$ cat config.mk
export PLATFORM = sky130hd
export DESIGN_NAME = uart_tx_arbiter_flat
export DESIGN_NICKNAME = d
export VERILOG_FILES = /design/src/rtl/uart_arb_pkg.sv /design/src/rtl/uart_tx_arbiter_if.sv /design/src/rtl/uart_tx_arbiter_rr_pick.sv /design/src/rtl/uart_tx_arbiter.sv /design/src/flat_wrapper.sv
export SDC_FILE = /design/constraint.sdc
export NUM_CORES = 1
export LEC_CHECK = 0
export CORE_MARGIN = 4
export CORE_UTILIZATION = 49
export CTS_BUF_LIST = sky130_fd_sc_hd__clkbuf_4 sky130_fd_sc_hd__clkbuf_8
export DETAILED_ROUTE_END_ITERATION = 8
export GPL_TIMING_DRIVEN = 1
export PLACE_DENSITY = 0.88
export SYNTH_ARGS = -nofsm -noshare
export SYNTH_HDL_FRONTEND = slang
export SYNTH_SLANG_ARGS = --single-unit
$ cat constraint.sdc
create_clock -name clk -period 4.85 [get_ports clk]
set_input_delay 0.97 -clock clk [delete_from_list [all_inputs] [get_ports clk]]
set_output_delay 0.97 -clock clk [all_outputs]
set_load 0.01 [all_outputs]
$ cat src/rtl/uart_arb_pkg.sv
// Shared encodings for the UART TX arbiter: one-hot FSM states, LED bit map, default timeout.
package uart_arb_pkg;

  typedef enum logic [4:0] {
    S_IDLE      = 5'b00001,
    S_START     = 5'b00010,
    S_WAIT_BUSY = 5'b00100,
    S_WAIT_DONE = 5'b01000
  } arb_state_t;

  localparam int STATE_LSB        = 0;
  localparam int ERR_BIT          = 5;
  localparam int REQ_LSB          = 6;
  localparam int LED_W            = 10;
  localparam int DEF_BUSY_TIMEOUT = 1023;

endpackage

$ cat src/rtl/uart_tx_arbiter_if.sv
// Requester handshake plus UART TX side of the arbiter; master = arbiter, slave = sources/UART.
interface uart_tx_arbiter_if #(
  parameter int NUM_REQ = 4,
  parameter int DATA_W  = 8
);
  logic [NUM_REQ-1:0]        req_valid;
  logic [NUM_REQ*DATA_W-1:0] req_data;
  logic [NUM_REQ-1:0]        req_last;
  logic [NUM_REQ-1:0]        req_ready;
  logic [DATA_W-1:0]         tx_data;
  logic                      tx_start;
  logic                      tx_busy;

  modport master (
    input  req_valid, req_data, req_last, tx_busy,
    output req_ready, tx_data, tx_start
  );

  modport slave (
    output req_valid, req_data, req_last, tx_busy,
    input  req_ready, tx_data, tx_start
  );
endinterface

$ cat src/rtl/uart_tx_arbiter_rr_pick.sv
// Rotating-priority picker: first set bit strictly after ptr, wrapping; purely combinational.
module rr_pick #(
  parameter int N  = 4,
  parameter int IW = $clog2(N)
) (
  input  logic [N-1:0]  req,
  input  logic [IW-1:0] ptr,
  output logic [IW-1:0] grant,
  output logic          any
);

  int            idx_i;
  logic [IW-1:0] idx;

  always_comb begin
    grant = '0;
    any   = 1'b0;
    idx_i = 0;
    idx   = '0;
    for (int k = 1; k <= N; k++) begin
      idx_i = (int'(ptr) + k) % N;
      idx   = IW'(idx_i);
      if (!any && req[idx]) begin
        any   = 1'b1;
        grant = idx;
      end
    end
  end

endmodule

$ cat src/rtl/uart_tx_arbiter.sv
// Round-robin share of one UART TX among NUM_REQ sources; accept at N, tx_start at N+1, >=4 cycles/byte.
// Optional packet lock under `UART_ARB_PKT_LOCK_EN: a source keeps the grant until its req_last byte.
module uart_tx_arbiter
  import uart_arb_pkg::*;
#(
  parameter int NUM_REQ      = 4,
  parameter int DATA_W       = 8,
  parameter int BUSY_TIMEOUT = DEF_BUSY_TIMEOUT
) (
  input  logic                       clk,
  input  logic                       rst,
  uart_tx_arbiter_if.master          bus,
  output logic [$clog2(NUM_REQ)-1:0] grant_id,
  output logic [3:0]                 svn_seg_0_val,
  output logic [LED_W-1:0]           states_leds,
  output logic                       err_timeout
);

  localparam int IW = $clog2(NUM_REQ);
  localparam int CW = $clog2(BUSY_TIMEOUT + 1);

  arb_state_t         state;
  logic [CW-1:0]      cnt;
  logic [IW-1:0]      ptr;
  logic               run_q;
  logic [NUM_REQ-1:0] elig;
  logic [IW-1:0]      pick;
  logic               pick_any;
  logic               accept;
  logic [LED_W-1:0]   leds_next;

`ifdef UART_ARB_PKT_LOCK_EN
  logic lock_q;

  // While locked only the last-granted source may win; ptr holds its index.
  always_comb begin
    elig = bus.req_valid;
    if (lock_q)
      elig = bus.req_valid & (NUM_REQ'(1) << ptr);
  end
`else
  logic unused_last;
  assign unused_last = ^bus.req_last;
  assign elig        = bus.req_valid;
`endif

  rr_pick #(.N(NUM_REQ), .IW(IW)) u_pick (
    .req   (elig),
    .ptr   (ptr),
    .grant (pick),
    .any   (pick_any)
  );

  // run_q keeps req_ready low for the first cycle out of reset and while rst is held.
  assign accept = run_q && (state == S_IDLE) && pick_any && !bus.tx_busy;

  always_comb begin
    bus.req_ready = '0;
    if (accept)
      bus.req_ready[pick] = 1'b1;
  end

  always_comb begin
    leds_next                   = '0;
    leds_next[STATE_LSB +: 5]   = state;
    leds_next[ERR_BIT]          = err_timeout;
    leds_next[REQ_LSB +: 4]     = 4'(bus.req_valid);
  end

  assign svn_seg_0_val = 4'(grant_id);

  always_ff @(posedge clk or posedge rst) begin
    if (rst) begin
      state       <= S_IDLE;
      cnt         <= '0;
      ptr         <= IW'(NUM_REQ - 1);
      run_q       <= 1'b0;
      bus.tx_data <= '0;
      bus.tx_start <= 1'b0;
      grant_id    <= '0;
      err_timeout <= 1'b0;
      states_leds <= '0;
`ifdef UART_ARB_PKT_LOCK_EN
      lock_q      <= 1'b0;
`endif
    end else begin
      run_q       <= 1'b1;
      states_leds <= leds_next;
      case (state)
        S_IDLE: begin
          if (accept) begin
            bus.tx_data  <= bus.req_data[pick*DATA_W +: DATA_W];
            grant_id     <= pick;
            ptr          <= pick;
            bus.tx_start <= 1'b1;
            state        <= S_START;
`ifdef UART_ARB_PKT_LOCK_EN
            lock_q       <= !bus.req_last[pick];
`endif
          end
        end
        S_START: begin
          bus.tx_start <= 1'b0;
          cnt          <= '0;
          state        <= S_WAIT_BUSY;
        end
        S_WAIT_BUSY: begin
          if (bus.tx_busy) begin
            state <= S_WAIT_DONE;
          end else if (cnt == CW'(BUSY_TIMEOUT)) begin
            // UART never answered: drop the byte and flag it until reset.
            err_timeout <= 1'b1;
            state       <= S_IDLE;
`ifdef UART_ARB_PKT_LOCK_EN
            lock_q      <= 1'b0;
`endif
          end else begin
            cnt <= cnt + 1'b1;
          end
        end
        S_WAIT_DONE: begin
          if (!bus.tx_busy)
            state <= S_IDLE;
        end
        default: state <= S_IDLE;
      endcase
    end
  end

endmodule
$ cat src/flat_wrapper.sv
// flat-port wrapper written by rule: the top's interface ports become plain ports
module uart_tx_arbiter_flat import uart_arb_pkg::*;
#(
  parameter int NUM_REQ      = 4,
  parameter int DATA_W       = 8,
  parameter int BUSY_TIMEOUT = DEF_BUSY_TIMEOUT
)
  (clk, rst, grant_id, svn_seg_0_val, states_leds, err_timeout, bus_req_valid, bus_req_data, bus_req_last, bus_tx_busy, bus_req_ready, bus_tx_data, bus_tx_start);
  uart_tx_arbiter_if #(.NUM_REQ(NUM_REQ), .DATA_W(DATA_W)) bus_i ();
  input  logic clk;
  input  logic rst;
  output logic [$clog2(NUM_REQ)-1:0] grant_id;
  output logic [3:0] svn_seg_0_val;
  output logic [LED_W-1:0] states_leds;
  output logic err_timeout;
  input wire logic [$bits(bus_i.req_valid)-1:0] bus_req_valid;
  input wire logic [$bits(bus_i.req_data)-1:0] bus_req_data;
  input wire logic [$bits(bus_i.req_last)-1:0] bus_req_last;
  input wire logic [$bits(bus_i.tx_busy)-1:0] bus_tx_busy;
  output wire logic [$bits(bus_i.req_ready)-1:0] bus_req_ready;
  output wire logic [$bits(bus_i.tx_data)-1:0] bus_tx_data;
  output wire logic [$bits(bus_i.tx_start)-1:0] bus_tx_start;
  assign bus_i.req_valid = bus_req_valid;
  assign bus_i.req_data = bus_req_data;
  assign bus_i.req_last = bus_req_last;
  assign bus_i.tx_busy = bus_tx_busy;
  assign bus_req_ready = bus_i.req_ready;
  assign bus_tx_data = bus_i.tx_data;
  assign bus_tx_start = bus_i.tx_start;
  uart_tx_arbiter #(.NUM_REQ(NUM_REQ), .DATA_W(DATA_W), .BUSY_TIMEOUT(BUSY_TIMEOUT)) u_core (.clk(clk), .rst(rst), .bus(bus_i), .grant_id(grant_id), .svn_seg_0_val(svn_seg_0_val), .states_leds(states_leds), .err_timeout(err_timeout));
endmodule
==> flow_metrics.py, run 1 <==
metrics = {
    "clock_tree": {
        "cts-buffers-inserted": 5,
        "post-cts-setup-buffers": 0,
        "cts.reportedPaths.clkPinSlew_ns": 0.08,
        "worst_skew_pair_later_pin_latency_ns": 0.29,
        "root_buffer": "clkbuf_8",
        "numClockSinks": 38,
        "cts_buffer_depth": 2,
        "cts-hold-fix-buffers": 0,
        "cts_tree": "done",
        "clock_tree.htree_level_count": 2,
        "post_cts_resized": 0,
    },
    "drt": {
        "detail_route.drc_violations": 0,
        "drt-total-wl_um": 4420,
        "dr.pass1.iters": 4,
        "detail-route-antenna-nets": 0,
        "route.met3.wl_um": 255,
        "routedWlPerCell_um": 15.0,
        "topRoutingLayerUsed": "met4",
        "initialDrtViolationCount": 113,
        "route.vias.total": 1591,
        "detail_route.wirelength.met1_um": 1790,
        "route.met2.wl_um": 2270,
        "detail_route.vias_per_cell": 5.41,
    },
    "placement": {
        "place_hpwl_um": 3300,
        "globalplace.congestion": 0.811,
        "portBuffers": 65,
    },
    "global_route": {
        "via_count_of_the_first_global_routing_pass": 1547,
        "globalRoute.totalOverflow": 0,
        "grt_start_max_net_pins": 39,
        "antenna_found_initial": 0,
        "grt_use_total_pct": 18.5,
        "global_route_wire_length_before_repair_um": 7270,
    },
    "timing": {
        "fin_skew_ns": 0.00567,
        "finalMaxSlewViolations": 0,
        "achievable-frequency_mhz": 235,
        "holdWs_ns": 0.415,
        "slew_headroom_pct": 59.0,
        "final.period_utilization_pct": 87.8,
        "unrepaired_setup_endpoints_after_global_routing": "false",
        "report.final.setup_viol": 0,
        "worst-slew-pin-transition_ns": 0.611,
        "fin_setup_tns_ns": 0,
        "report.final.hold_viol_count": 0,
        "min_period_ns": 4.26,
    },
    "critical_path": {
        "path_class": "in -> out",
        "required_ns": 3.88,
        "worst_r2r_startpoint": "u_core.ptr[1]",
        "timing.reg2reg.setup_slack_ns": 2.82,
        "cp.arrival_ns": 3.29,
        "worst_r2r_endpoint": "u_core.bus.tx_data[2]",
        "start_kind": "input port",
        "reg2reg_depth": 6,
        "crit_path_end_kind": "output port",
        "critical_path_peak_fanout": 12,
    },
    "min_path": {
        "worst_hold_path.num_cells": 0,
        "worstHoldEndpoint": "u_core.states_leds[5]",
        "worstHoldStart": "u_core.err_timeout",
        "hp-class": "reg -> reg",
    },
    "synthesis": {
        "synth_top_family_by_area": "simple AND/OR/NAND/NOR gates",
        "yosys.area_share.simple_pct": 17.9,
        "synthArstFlopShare_pct": 100,
        "synth_enable_flop_cells": 0,
        "post_synth_fa_ha_maj_area_fraction_pct": 0.654,
        "post-synth-top-area-fraction_pct": 45.8,
        "synth.largest_area_cell": "dfrtp_1",
        "synth_mux_area_share_pct": 10.0,
        "synth.yosys.warnings": 0,
        "syn_area_per_cell_um2": 10.6,
        "synth-seq-area-share_pct": 49.9,
        "synth-compound-area-share_pct": 11.0,
        "synth.top_cells.by_area": "dfrtp_1, mux2i_1, nand2_1, dfstp_2, o221ai_1",
        "synthFlopType": "dfrtp_1",
        "synth_xor_area_share_pct": 3.66,
        "netlist_area_um2": 1910,
        "yosys_reg_bits": 38,
        "netlist_instances": 180,
        "synth_cell_type_count": 44,
    },
    "finish": {
        "finish.net_count": 289,
        "synthToLayoutAreaGrowth_pct": 41.1,
        "num-fill-cells": 262,
        "layout.cells.most_common_list": "clkdlybuf4s50_1, dfrtp_1, nand2_1, mux2i_1, nor2_1",
        "final_layout_size_suffix_gt1_share_pct": 10.6,
        "layout.cells.most_common": "clkdlybuf4s50_1",
        "n_antenna_cell": 0,
    },
    "power_and_ir_drop": {
        "p_int_uw": 837,
        "power.switching_uw": 365,
        "power.density_cell_area_nw_per_um2": 445,
        "leakage_nw": 1.18,
        "netSwitchingFraction_pct": 30.3,
        "irDropWorstVdd_uv": 301,
        "pwr-share-clk_pct": 26.5,
        "power.share.combinational_pct": 35.0,
        "portion_of_total_power_attributed_to_sequential_cells_pct": 38.5,
    },
    "floorplan": {
        "floorplan.die.height_um": 70.5,
        "die_area_um2": 4970,
        "io_pins": 73,
        "x_dimension_of_the_die_um": 70.5,
        "floorplan.initialDensity_pct": 51.4,
        "design.core.area_um2": 3720,
        "rows": 22,
    },
    "flow_run": {
        "maxCapViolations": 0,
    },
    "outcome": {
        "outcome": "finished clean",
    },
}
routing by layer:
metal	up-vias	GRT usage, %
met5	-	0
met4	0	7.02
met3	8	3.88
met2	55	31.3
met1	768	23.0
li1	760	-
worst max path at each step:
| stage | startpoint | endpoint | slack [ns] | cells past startpoint |
|---|---|---|---|---|
| 2_1_floorplan | bus_req_valid[3] | bus_req_ready[3] | 1.72 | 6 |
| 3_3_place_gp | bus_req_valid[3] | bus_req_ready[3] | 0.66 | 7 |
| 3_5_place_dp | bus_req_valid[3] | bus_req_ready[3] | 0.61 | 7 |
| 4_1_cts | bus_req_valid[3] | bus_req_ready[3] | 0.60 | 7 |
| 5_1_grt | bus_req_valid[3] | bus_req_ready[3] | 0.49 | 7 |
| 6_report | bus_req_valid[3] | bus_req_ready[3] | 0.59 | 7 |
state kept, by name (all words and copies together), names as in the netlist:
| signal | count |
|---|---|
| u_core.bus.tx_data | 8 |
| u_core.run_q | 1 |
| u_core.state | 4 |
| u_core.err_timeout | 1 |
| u_core.ptr | 2 |
| u_core.grant_id | 2 |
| u_core.bus.tx_start | 1 |
| u_core.states_leds | 9 |
| u_core.cnt | 10 |
per-stage QoR:
stage	worst slack, ns	power (mW)	util [%]	std cells	cell area, um^2
floorplan	1.72	0.711	-	182	1920
global placement	0.656	0.877	68.9	286	2560
detailed placement	0.610	0.890	68.9	286	2560
CTS	0.598	1.21	72.6	294	2700
global route	0.490	1.27	72.6	294	2700
finish	0.592	1.20	72.6	294	2700
synthesized netlist by cell type, types with 2 or more instances:
cell       n
dfrtp_1   35
nand2_1   24
mux2i_1   18
nor2_1    15
o221ai_1   8
xnor2_1    7
a21oi_1    6
buf_4      6
inv_1      6
nand3_1    4
nor3_1     4
buf_2      3
dfstp_2    3
nor4_1     3
o21ai_0    3
a31o_2     2
and3_1     2
buf_6      2
conb_1     2
nor3b_1    2
o22ai_1    2
area by class of cell:
| class | count | area (um^2) | share of cell area [%] |
|---|---|---|---|
| Inverter | 7 | 26.3 | 0.974 |
| Multi-Input combinational cell | 125 | 846 | 31.4 |
| Sequential cell | 38 | 955 | 35.4 |
| Tap cell | 48 | 60.1 | 2.23 |
| Timing Repair Buffer | 68 | 673 | 25.0 |
| Clock buffer | 5 | 68.8 | 2.55 |
| Clock inverter | 3 | 68.8 | 2.55 |
critical path, cell delays in order:
cell             delay [ns]
clkdlybuf4s50_1        0.52
or4_1                  0.57
and3_1                 0.22
nand3_1                0.14
or2_2                  0.29
a21oi_1                0.08
clkdlybuf4s50_1        0.50
power groups by stage:
| stage | registers [mW] | clock network (mW) | logic, mW |
|---|---|---|---|
| 4_1_cts | 0.462 | 0.324 | 0.427 |
| 5_1_grt | 0.474 | 0.339 | 0.457 |
| 6_report | 0.463 | 0.318 | 0.421 |
| 3_3_place_gp | 0.464 | 0 | 0.413 |
| 2_1_floorplan | 0.469 | 0 | 0.243 |
| 3_5_place_dp | 0.467 | 0 | 0.423 |
cells by family after synthesis:
kind of cell | count (synthesis)
adders and majority gates | 1
and+or+nand+nor | 66
muxes | 19
other | 2
buffers and inverters | 19
AOI/OAI and AO/OA | 27
DFF | 38
xor gates and xnor gates | 8
Note: power is estimated with default switching activity, not from simulation.
==> run 2, diff against run 1 <==
--- a/config.mk
+++ b/config.mk
@@ -5,7 +5,6 @@
 export SDC_FILE = /design/constraint.sdc
 export NUM_CORES = 1
 export LEC_CHECK = 0
-export CORE_MARGIN = 4
 export CORE_UTILIZATION = 49
 export CTS_BUF_LIST = sky130_fd_sc_hd__clkbuf_4 sky130_fd_sc_hd__clkbuf_8
 export DETAILED_ROUTE_END_ITERATION = 8
==> run 2 against run 1 <==
  * Critical path depth did not move
  * Cell count did not move
  * Hold slack got worse by 0.011 ns
  * Worst setup slack better by 0.033 ns
  * Total power decreased by 5.5%
  * Largest power group unchanged
==> flow_metrics.py, run 2 (synthesized netlist as in run 1, its figures left out) <==
metrics = {
    "outcome": {
        "outcome": "finished clean",
    },
    "finish": {
        "largest_register": "u_core.cnt",
        "layout_top_registers": "u_core.cnt x10, u_core.states_leds x9, u_core.bus.tx_data x8",
        "n_antenna_cell": 0,
        "final_layout_size_suffix_gt1_share_pct": 10.6,
        "finish.net_count": 289,
        "multiInputGateArea_um2": 846,
        "num-fill-cells": 265,
        "seq_area_um2": 955,
        "layout.cells.most_common_list": "clkdlybuf4s50_1, dfrtp_1, nand2_1, mux2i_1, nor2_1",
        "synthToLayoutAreaGrowth_pct": 39.7,
        "layout.cells.most_common": "clkdlybuf4s50_1",
        "largest_reg_flops": 10,
        "non_filler_instance_count_after_layout": 294,
    },
    "timing": {
        "fin_skew_ns": 0.00908,
        "worst-slew-pin-transition_ns": 0.602,
        "fin_setup_tns_ns": 0,
        "min_period_ns": 4.23,
        "unrepaired_setup_endpoints_after_global_routing": "false",
        "report.final.hold_viol_count": 0,
        "final.period_utilization_pct": 87.1,
        "slew_headroom_pct": 59.7,
        "finalMaxSlewViolations": 0,
        "report.final.setup_viol": 0,
        "achievable-frequency_mhz": 237,
    },
    "placement": {
        "portBuffers": 65,
        "globalplace.congestion": 0.791,
        "place.detailed.instances": 286,
        "place_hpwl_um": 2910,
    },
    "global_route": {
        "antenna_found_initial": 0,
        "grt_start_max_net_pins": 39,
        "globalRoute.totalOverflow": 0,
        "grt_most_used_layer": "met2",
        "global_route.usage.met1_pct": 26.9,
        "grt_use_total_pct": 22.6,
        "gr-usage-met2_pct": 37.1,
        "global_route_wire_length_before_repair_um": 7090,
        "via_count_of_the_first_global_routing_pass": 1549,
        "gr-usage-met3_pct": 5.46,
    },
    "power_and_ir_drop": {
        "leakage_nw": 1.17,
        "power.density_cell_area_nw_per_um2": 425,
        "irDropWorstVdd_uv": 240,
    },
    "drt": {
        "dr.pass1.iters": 4,
        "detail-route-antenna-nets": 0,
        "initialDrtViolationCount": 76,
        "drt-total-wl_um": 4160,
        "detail_route.vias_per_cell": 5.38,
        "detail_route.drc_violations": 0,
        "route.vias.total": 1582,
        "routedWlPerCell_um": 14.2,
    },
    "floorplan": {
        "io_pins": 73,
        "x_dimension_of_the_die_um": 64.5,
        "floorplan.die.height_um": 64.5,
        "floorplan.initialDensity_pct": 51.8,
        "rows": 22,
        "die_area_um2": 4160,
        "design.core.area_um2": 3690,
    },
    "critical_path": {
        "reg2reg_depth": 6,
        "path_class": "in -> out",
        "crit_path_end_kind": "output port",
        "worst_r2r_startpoint": "u_core.ptr[1]",
        "worst_r2r_endpoint": "u_core.bus.tx_data[2]",
        "timing.reg2reg.setup_slack_ns": 2.79,
        "cp.arrival_ns": 3.26,
        "start_kind": "input port",
        "critical_path_peak_fanout": 12,
        "required_ns": 3.88,
    },
    "clock_tree": {
        "post-cts-setup-buffers": 0,
        "cts.reportedPaths.clkPinSlew_ns": 0.07,
        "cts_tree": "done",
        "worst_skew_pair_later_pin_latency_ns": 0.30,
        "root_buffer": "clkbuf_8",
        "cts-buffers-inserted": 5,
        "cts-hold-fix-buffers": 0,
        "post_cts_resized": 0,
        "cts_buffer_depth": 2,
        "clock_tree.htree_level_count": 2,
        "numClockSinks": 38,
    },
    "min_path": {
        "hp-class": "reg -> reg",
        "worst_hold_path.num_cells": 0,
        "worstHoldStart": "u_core.err_timeout",
        "worstHoldEndpoint": "u_core.states_leds[5]",
    },
    "flow_run": {
        "maxCapViolations": 0,
    },
}
## run 2: changes by cell type in the layout (fill, tap and decap cells not counted)
cell,change
bufinv_16,-2
clkbuf_8,+3
clkinv_4,-1
## run 2: final cells by class
cell class / count / share of cell area [%]
Inverter: 7 / 0.984
Tap cell: 48 / 2.25
Sequential cell: 38 / 35.8
Timing Repair Buffer: 68 / 25.2
Clock buffer: 8 / 4.12
Multi-Input combinational cell: 125 / 31.7
## run 2: power breakdown
part / internal (mW) / switching [mW]
sequential: 0.400 / 0.0635
clock: 0.143 / 0.111
combinational: 0.232 / 0.186
## run 2: per-layer routing
metal | wire [um] | part of all wire [%]
met1 | 1750 | 42
met2 | 2130 | 51
met3 | 207 | 5.0
met4 | 80 | 1.9
met5 | 0 | 0
## run 2: worst max path at each step
stage	startpoint	to	slack, ns	cells past startpoint
6_report	bus_req_valid[3]	bus_req_ready[3]	0.62	7
5_1_grt	bus_req_valid[3]	bus_req_ready[3]	0.52	7
4_1_cts	bus_req_valid[3]	bus_req_ready[3]	0.61	7
3_5_place_dp	bus_req_valid[3]	bus_req_ready[3]	0.63	7
3_3_place_gp	bus_req_valid[3]	bus_req_ready[3]	0.67	7
2_1_floorplan	bus_req_valid[3]	bus_req_ready[3]	1.72	6
## run 2: worst max-delay path: stages
cell and delay, ns:
clkdlybuf4s50_1 0.51, or4_1 0.56, and3_1 0.21, nand3_1 0.15, or2_2 0.29, a21oi_1 0.07
clkdlybuf4s50_1 0.49
## run 2: through the flow
stage	utilization, %	instance area (um^2)	hold WS (ns)	worst slack, ns	power [mW]
2_1_floorplan	-	1920	0.374	1.72	0.711
3_3_place_gp	69.4	2560	0.394	0.665	0.872
3_5_place_dp	69.4	2560	0.391	0.632	0.884
4_1_cts	72.4	2670	0.407	0.611	1.14
5_1_grt	72.4	2670	0.439	0.520	1.20
6_report	72.4	2670	0.404	0.625	1.14
